--- config.mk ---
export PLATFORM = sky130hd
export DESIGN_NAME = dcache_direct_mapped_flat
export DESIGN_NICKNAME = d
export VERILOG_FILES = /design/src/rtl/dcache_direct_mapped_if.sv /design/src/rtl/dcache_direct_mapped.sv /design/src/flat_wrapper.sv
export SDC_FILE = /design/constraint.sdc
export NUM_CORES = 1
export LEC_CHECK = 0
export BUFFER_PORTS_ARGS = -buffer_cell sky130_fd_sc_hd__buf_2
export CORE_MARGIN = 1.5
export CORE_UTILIZATION = 40
export DETAILED_ROUTE_END_ITERATION = 12
export MAX_ROUTING_LAYER = met4
export PLACE_DENSITY = 0.59
export SETUP_SLACK_MARGIN = 0.05
export SLEW_MARGIN = 15
export SYNTH_ARGS = -nofsm -noshare
export SYNTH_HDL_FRONTEND = slang
export SYNTH_SLANG_ARGS = --single-unit
export TNS_END_PERCENT = 1
--- constraint.sdc ---
create_clock -name clock -period 8.8 [get_ports clock]
set_clock_uncertainty 0.1 [all_clocks]
set_input_delay 0.44 -clock clock [delete_from_list [all_inputs] [get_ports clock]]
set_output_delay 0.44 -clock clock [all_outputs]
set_load 0.01 [all_outputs]
--- src/rtl/dcache_direct_mapped_if.sv ---
// CPU data-port and block-memory port bundle of the direct-mapped data cache.
// The cache takes the slave view; the CPU/memory side takes the master view.
interface dcache_direct_mapped_if;
  logic        read;
  logic        write;
  logic [7:0]  address;
  logic [7:0]  writedata;
  logic [7:0]  readdata;
  logic        busywait;
  logic        mem_read;
  logic        mem_write;
  logic [5:0]  mem_address;
  logic [31:0] mem_writedata;
  logic [31:0] mem_readdata;
  logic        mem_busywait;

  modport master (
    output read, write, address, writedata, mem_readdata, mem_busywait,
    input  readdata, busywait, mem_read, mem_write, mem_address, mem_writedata
  );

  modport slave (
    input  read, write, address, writedata, mem_readdata, mem_busywait,
    output readdata, busywait, mem_read, mem_write, mem_address, mem_writedata
  );
endinterface

--- src/rtl/dcache_direct_mapped.sv ---
// Direct-mapped, write-back, write-allocate data cache: combinational read hits,
// dirty-victim write-back followed by a block fill on a miss.
module dcache_direct_mapped #(
  parameter int NUM_BLOCKS  = 8,
  parameter int BLOCK_BYTES = 4
) (
  input  logic                  clock,
  input  logic                  reset,
  dcache_direct_mapped_if.slave bus
);
  localparam int IDX_W  = $clog2(NUM_BLOCKS);
  localparam int OFF_W  = $clog2(BLOCK_BYTES);
  localparam int TAG_W  = 8 - IDX_W - OFF_W;
  localparam int LINE_W = 8 * BLOCK_BYTES;

  typedef enum logic [1:0] {IDLE, WRITE_BACK, FETCH} state_t;

  state_t                  state, next_state;
  logic [NUM_BLOCKS-1:0]   valid, dirty;
  logic [TAG_W-1:0]        tags  [NUM_BLOCKS];
  logic [LINE_W-1:0]       lines [NUM_BLOCKS];

  logic [TAG_W-1:0]        addr_tag;
  logic [IDX_W-1:0]        idx;
  logic [OFF_W-1:0]        off;
  logic                    req, hit, wr_hit, fill_en;
  logic [IDX_W-1:0]        fill_idx;
  logic [TAG_W-1:0]        fill_tag;

  logic                    mem_read_q, mem_write_q, mem_read_d, mem_write_d;
  logic [IDX_W+TAG_W-1:0]  mem_address_q, mem_address_d;
  logic [LINE_W-1:0]       mem_writedata_q, mem_writedata_d;

  assign addr_tag = bus.address[7 -: TAG_W];
  assign idx      = bus.address[OFF_W +: IDX_W];
  assign off      = bus.address[OFF_W-1:0];
  assign req      = bus.read | bus.write;
  assign hit      = valid[idx] && (tags[idx] == addr_tag);
  assign wr_hit   = (state == IDLE) && bus.write && hit;
  assign fill_en  = (state == FETCH) && !bus.mem_busywait;
  // The fill targets the block latched on entry to FETCH, so a dropped or
  // changed request cannot redirect it.
  assign fill_idx = mem_address_q[IDX_W-1:0];
  assign fill_tag = mem_address_q[IDX_W +: TAG_W];

  assign bus.readdata      = (bus.read && !bus.write && hit) ? lines[idx][{off, 3'b000} +: 8] : 8'h00;
  assign bus.busywait      = (req && !hit) || (state != IDLE);
  assign bus.mem_read      = mem_read_q;
  assign bus.mem_write     = mem_write_q;
  assign bus.mem_address   = mem_address_q;
  assign bus.mem_writedata = mem_writedata_q;

  // State register and registered memory-request outputs
  always_ff @(posedge clock) begin
    if (!reset) begin
      state           <= IDLE;
      mem_read_q      <= 1'b0;
      mem_write_q     <= 1'b0;
      mem_address_q   <= '0;
      mem_writedata_q <= '0;
    end else begin
      state           <= next_state;
      mem_read_q      <= mem_read_d;
      mem_write_q     <= mem_write_d;
      mem_address_q   <= mem_address_d;
      mem_writedata_q <= mem_writedata_d;
    end
  end

  // Next-state logic
  always_comb begin
    next_state = state;
    case (state)
      IDLE:       if (req && !hit) next_state = (valid[idx] && dirty[idx]) ? WRITE_BACK : FETCH;
      WRITE_BACK: if (!bus.mem_busywait) next_state = FETCH;
      FETCH:      if (!bus.mem_busywait) next_state = IDLE;
      default:    next_state = IDLE;
    endcase
  end

  // Output logic: next values of the registered request outputs
  always_comb begin
    mem_read_d      = (next_state == FETCH);
    mem_write_d     = (next_state == WRITE_BACK);
    mem_address_d   = mem_address_q;
    mem_writedata_d = mem_writedata_q;
    if (state == IDLE && next_state == WRITE_BACK) begin
      mem_address_d   = {tags[idx], idx};
      mem_writedata_d = lines[idx];
    end else if (state != FETCH && next_state == FETCH) begin
      mem_address_d   = {addr_tag, idx};
    end
  end

  // Line status bits
  always_ff @(posedge clock) begin
    if (!reset) begin
      valid <= '0;
      dirty <= '0;
    end else if (fill_en) begin
      valid[fill_idx] <= 1'b1;
      dirty[fill_idx] <= 1'b0;
    end else if (wr_hit) begin
      dirty[idx] <= 1'b1;
    end
  end

  // Tag and data arrays keep their contents across reset
  always_ff @(posedge clock) begin
    if (fill_en) begin
      lines[fill_idx] <= bus.mem_readdata;
      tags[fill_idx]  <= fill_tag;
    end else if (wr_hit) begin
      lines[idx][{off, 3'b000} +: 8] <= bus.writedata;
    end
  end
endmodule

--- src/flat_wrapper.sv ---
// flat-port wrapper written by rule: the top's interface ports become plain ports
module dcache_direct_mapped_flat 
#(
  parameter int NUM_BLOCKS  = 8,
  parameter int BLOCK_BYTES = 4
)
  (clock, reset, bus_read, bus_write, bus_address, bus_writedata, bus_mem_readdata, bus_mem_busywait, bus_readdata, bus_busywait, bus_mem_read, bus_mem_write, bus_mem_address, bus_mem_writedata);
  dcache_direct_mapped_if bus_i ();
  input  logic clock;
  input  logic reset;
  input wire logic [$bits(bus_i.read)-1:0] bus_read;
  input wire logic [$bits(bus_i.write)-1:0] bus_write;
  input wire logic [$bits(bus_i.address)-1:0] bus_address;
  input wire logic [$bits(bus_i.writedata)-1:0] bus_writedata;
  input wire logic [$bits(bus_i.mem_readdata)-1:0] bus_mem_readdata;
  input wire logic [$bits(bus_i.mem_busywait)-1:0] bus_mem_busywait;
  output wire logic [$bits(bus_i.readdata)-1:0] bus_readdata;
  output wire logic [$bits(bus_i.busywait)-1:0] bus_busywait;
  output wire logic [$bits(bus_i.mem_read)-1:0] bus_mem_read;
  output wire logic [$bits(bus_i.mem_write)-1:0] bus_mem_write;
  output wire logic [$bits(bus_i.mem_address)-1:0] bus_mem_address;
  output wire logic [$bits(bus_i.mem_writedata)-1:0] bus_mem_writedata;
  assign bus_i.read = bus_read;
  assign bus_i.write = bus_write;
  assign bus_i.address = bus_address;
  assign bus_i.writedata = bus_writedata;
  assign bus_i.mem_readdata = bus_mem_readdata;
  assign bus_i.mem_busywait = bus_mem_busywait;
  assign bus_readdata = bus_i.readdata;
  assign bus_busywait = bus_i.busywait;
  assign bus_mem_read = bus_i.mem_read;
  assign bus_mem_write = bus_i.mem_write;
  assign bus_mem_address = bus_i.mem_address;
  assign bus_mem_writedata = bus_i.mem_writedata;
  dcache_direct_mapped #(.NUM_BLOCKS(NUM_BLOCKS), .BLOCK_BYTES(BLOCK_BYTES)) u_core (.clock(clock), .reset(reset), .bus(bus_i));
endmodule
==> metrics.log <==
[metrics] status: complete, no violations
[metrics] insertion delay to the later sink of the worst-skew pair: approximately 510 ps
[metrics] critical path data required time: 8820 ps
[metrics] Clk pin slew, worst setup/hold paths: 60 ps
[metrics] largest net degree at the start of global routing: between 70 and 80
[metrics] measured slew at the worst slew-check pin: approximately 1100 ps
[metrics] detailed-routing iteration count for the pre-antenna-repair pass: 5
[metrics] list of cells traversed by the critical path: buf_2 > mux2i_1 > a22o_1 > o21ai_0 > or3b_1 > nor4_4 > buf_4 > mux2i_1 > nor2_1
[metrics] minimum setup slack in the final design: 4880 ps
[metrics] FF+latch count, synth: 338
[metrics] type of the worst setup path: in2reg
[metrics] post-route clock period utilization: 44.6%
[metrics] count of nets left with antenna violations after detail routing: 0
[metrics] Initial Utilization: 40.9%
[metrics] Main synth FF type: sky130_fd_sc_hd__edfxtp_1
[metrics] share of the yosys chip area belonging to registers: 69.4%
[metrics] I/O Buffers: around 100
[metrics] mean routed wirelength per cell: 23.6 µm
[metrics] Highest Clock Rate: around 260 MHz
[metrics] power per standard cell area: ~220 nW/µm²
[metrics] cell family with the largest share of critical-path delay: simple AND/OR/NAND/NOR gates
[metrics] area grow syn2layout: 15.1%
[metrics] Post-CTS Setup Inserts: 0
[metrics] synthesized netlist net count: ~1,100
[metrics] portion of total power attributed to the clock network: a little over two fifths
[metrics] portion of synthesized cell area occupied by the leading cell type: 61.0%
[metrics] number of non-filler instances in the completed layout: about 1,600
[metrics] arrival time of data at the critical path endpoint: 3940 ps
[metrics] drt first-iter violations: 886
[metrics] Die Outline Area: ~36,000 µm²
[metrics] mapped cell area: 13,800 µm²
[metrics] number of buffers inserted during clock tree synthesis: 37
[metrics] Async SR Flop Fraction: 0%
[metrics] DP HPWL: 23,300 µm
[metrics] leakage component of the power: 5.45 nW
[metrics] TritonCTS clock tree: done
[metrics] maximum vdd ir drop: 0.000134 V
[metrics] antenna violations before repair: 0
[metrics] CP max stage cell: sky130_fd_sc_hd__nor2_1
[metrics] Bufs on Longest Clock Path: 3
[metrics] clock root cell: sky130_fd_sc_hd__clkbuf_16
[metrics] count of antenna diodes in the layout: 0
[metrics] most used standard cell by instance count after synthesis: sky130_fd_sc_hd__edfxtp_1
[metrics] largest stage delay on the critical path: 870 ps
[metrics] total congestion overflow after global routing: 0
[metrics] WL final: 36,900 µm
[metrics] endpoints failing hold: 0
[metrics] count of filler cells inserted in the layout: between 3,000 and 4,000
[metrics] number of rows created at floorplan: 67
[metrics] Worst setup SP type: primary input
[metrics] post-synthesis cell count: between 900 and 1,000
[metrics] Most common cell on crit path: sky130_fd_sc_hd__mux2i_1
[metrics] count of endpoints failing setup in the final report: 0
[metrics] max-cap violation count: 0
[metrics] top post-synthesis cells by area: sky130_fd_sc_hd__edfxtp_1 61%, sky130_fd_sc_hd__dfxtp_1 8.4%, sky130_fd_sc_hd__a22oi_1 4.6%, sky130_fd_sc_hd__nor2_1 2.4%, sky130_fd_sc_hd__o21a_1 2.2%
[metrics] worst slew margin relative to its limit: 25.7%
[metrics] Internal Pwr Total: 2.69 mW
[metrics] DR DRC count: 0
[metrics] shortest period the worst path allows: 3920 ps
[metrics] clock sinks: 338
[metrics] Hold-fix buffers, CTS: 0
[metrics] ratio of cells with drive above 1 in the final layout: between 10% and 20%
[metrics] area taken by flip-flops and latches: 9570 µm²
[metrics] number of enable flip-flop cells after synthesis: 280
[metrics] instance count after placement with tap cells included: approximately 1,500
[metrics] unrepaired setup endpoints after global routing: no
[metrics] area occupied by multi-input gates: 3940 µm²
[metrics] total buffers and inverters traversed by the critical path: 2
[metrics] setup TNS: 0 ps
[metrics] worst min path class: in2reg
[metrics] relative contribution of combinational cells to total power: roughly 6.2%
[metrics] number of H-tree levels: 2
[metrics] top fanout value on the critical path: 40
[metrics] global-route wire length before repair: between 50,000 and 60,000 µm
[metrics] via total after detailed routing: 8,802
[metrics] post-synthesis average cell area: 13.8 µm²
[metrics] placer congestion estimate: 0.829
[metrics] Via density: ~5.6
[metrics] # nets final: 1,147
[metrics] Total Routing Usage GR: a little over a fifth
[metrics] # IOs: 102
[metrics] cell type contributing the most total cell area after synthesis: sky130_fd_sc_hd__edfxtp_1
[metrics] library cells used by synthesis: a little under 50
[metrics] area of the core region: 33,700 µm²
[metrics] part of the total power dissipated in sequential elements: 51.1%
[metrics] number of max-slew violations in the final report: 0
[metrics] warnings from Yosys: 0
[metrics] list of most frequent post-synthesis cells: 280 x sky130_fd_sc_hd__edfxtp_1, 88 x sky130_fd_sc_hd__nor2_1, 84 x sky130_fd_sc_hd__a22oi_1
[metrics] endpoint type of the worst setup path: flip-flop
[metrics] switching share of power: approximately 22%
[metrics] Place WS: 4410 ps
[metrics] Die Y-Extent: about 190 µm
[metrics] via count of the first global-routing pass: about 8,500
[metrics] post-CTS resize count: 0
[metrics] power spent charging and discharging nets: roughly 760 µW
[metrics] Die Wd: 189 µm
final timing paths:
path                                  startpoint                 end  slack (ps)  cells past startpoint
worst min register to register   u_core.valid[3]     u_core.valid[3]         370                      1
worst min-delay path            bus_mem_busywait     u_core.state[0]         150                      3
worst max-delay path              bus_address[2]  u_core.lines[6][4]        4880                      9
worst max register to register   u_core.valid[2]  u_core.lines[6][4]        4950                      8
state kept, by name, indices dropped and copies added (netlist names):
register	count
u_core.bus.mem_writedata	32
u_core.tags	24
u_core.dirty	8
u_core.lines	256
u_core.bus.mem_read	1
u_core.state	2
u_core.bus.mem_address	6
u_core.valid	8
u_core.bus.mem_write	1
area by class of cell:
class | count | area share (%)
Timing Repair Buffer | 116 | 3.89
Tap cell | 448 | 3.53
Inverter | 4 | 0.0946
Clock buffer | 48 | 6.36
Sequential cell | 338 | 60.3
Clock inverter | 19 | 0.970
Multi-Input combinational cell | 593 | 24.9
worst min-delay path: stages:
cell,delay (ps)
sky130_fd_sc_hd__buf_2,110
sky130_fd_sc_hd__nand2_1,100
sky130_fd_sc_hd__a21oi_1,70
cells by family (layout without fill, tap and decap cells):
group	Yosys count	count (layout)	share of synthesized area [%]
AO/OA/AOI/OAI	249	249	13.3
buffers and inverters	66	187	2.24
multiplexers	32	32	3.05
adder cells (fa/ha/maj)	4	4	0.363
AND/OR/NAND/NOR	308	308	11.6
flip-flops	338	338	69.4
power groups by stage:
stage	registers [mW]	logic (mW)	clock network, mW
finish	1.76	0.214	1.48
global route	1.77	0.229	1.57
CTS	1.76	0.212	1.50
detailed placement	1.80	0.212	0
global placement	1.80	0.210	0
floorplan	1.79	0.121	0
metal layers:
metal / vias to the layer above / share of wire (%) / track usage, %
met5: - / 0 / -
met4: 0 / 2.2 / 5.65
met3: 65 / 8.9 / 4.77
met2: 400 / 43 / 29.8
met1: 4350 / 46 / 31.3
li1: 3987 / - / -
cell usage in the layout (no fill, tap or decap), types with 3 or more instances in the layout:
master                      count
sky130_fd_sc_hd__clkbuf_1       9
sky130_fd_sc_hd__a22o_1        30
sky130_fd_sc_hd__mux2i_1       24
sky130_fd_sc_hd__nor3b_1        3
sky130_fd_sc_hd__nand2_1       66
sky130_fd_sc_hd__and3b_1        3
sky130_fd_sc_hd__a221oi_1      24
sky130_fd_sc_hd__clkinv_2       8
sky130_fd_sc_hd__nor2b_1        8
sky130_fd_sc_hd__and2_1        33
sky130_fd_sc_hd__buf_2        101
sky130_fd_sc_hd__nor2_2         8
sky130_fd_sc_hd__inv_1          3
sky130_fd_sc_hd__a31oi_1        3
sky130_fd_sc_hd__nor3b_4        3
sky130_fd_sc_hd__clkinv_1       4
sky130_fd_sc_hd__nand2b_1      37
sky130_fd_sc_hd__edfxtp_1     280
sky130_fd_sc_hd__a21boi_0       5
sky130_fd_sc_hd__a22oi_1       84
sky130_fd_sc_hd__nor3_1         8
sky130_fd_sc_hd__o21ai_1       16
sky130_fd_sc_hd__a21oi_1        9
sky130_fd_sc_hd__o21ai_0       27
sky130_fd_sc_hd__clkbuf_16     39
sky130_fd_sc_hd__ha_1           4
sky130_fd_sc_hd__a21bo_2        3
sky130_fd_sc_hd__o21a_1        41
sky130_fd_sc_hd__nor2_1        88
sky130_fd_sc_hd__mux4_2         8
sky130_fd_sc_hd__and3_1        26
sky130_fd_sc_hd__or3b_1         3
sky130_fd_sc_hd__nand3_1        6
sky130_fd_sc_hd__dfxtp_1       58
sky130_fd_sc_hd__buf_4         15
through the flow:
step / instance area [µm²] / hold slack, ps / util (%) / total power, mW
after detailed placement: 14700 / 361 / 43.6 / 2.01
after global routing: 15900 / 164 / 47.1 / 3.57
after CTS: 15900 / 134 / 47.1 / 3.48
after floorplan: 13800 / 332 / - / 1.91
final: 15900 / 148 / 47.1 / 3.45
after global placement: 14700 / 363 / 43.6 / 2.01
No activity file was read; power rests on OpenSTA's default activity.
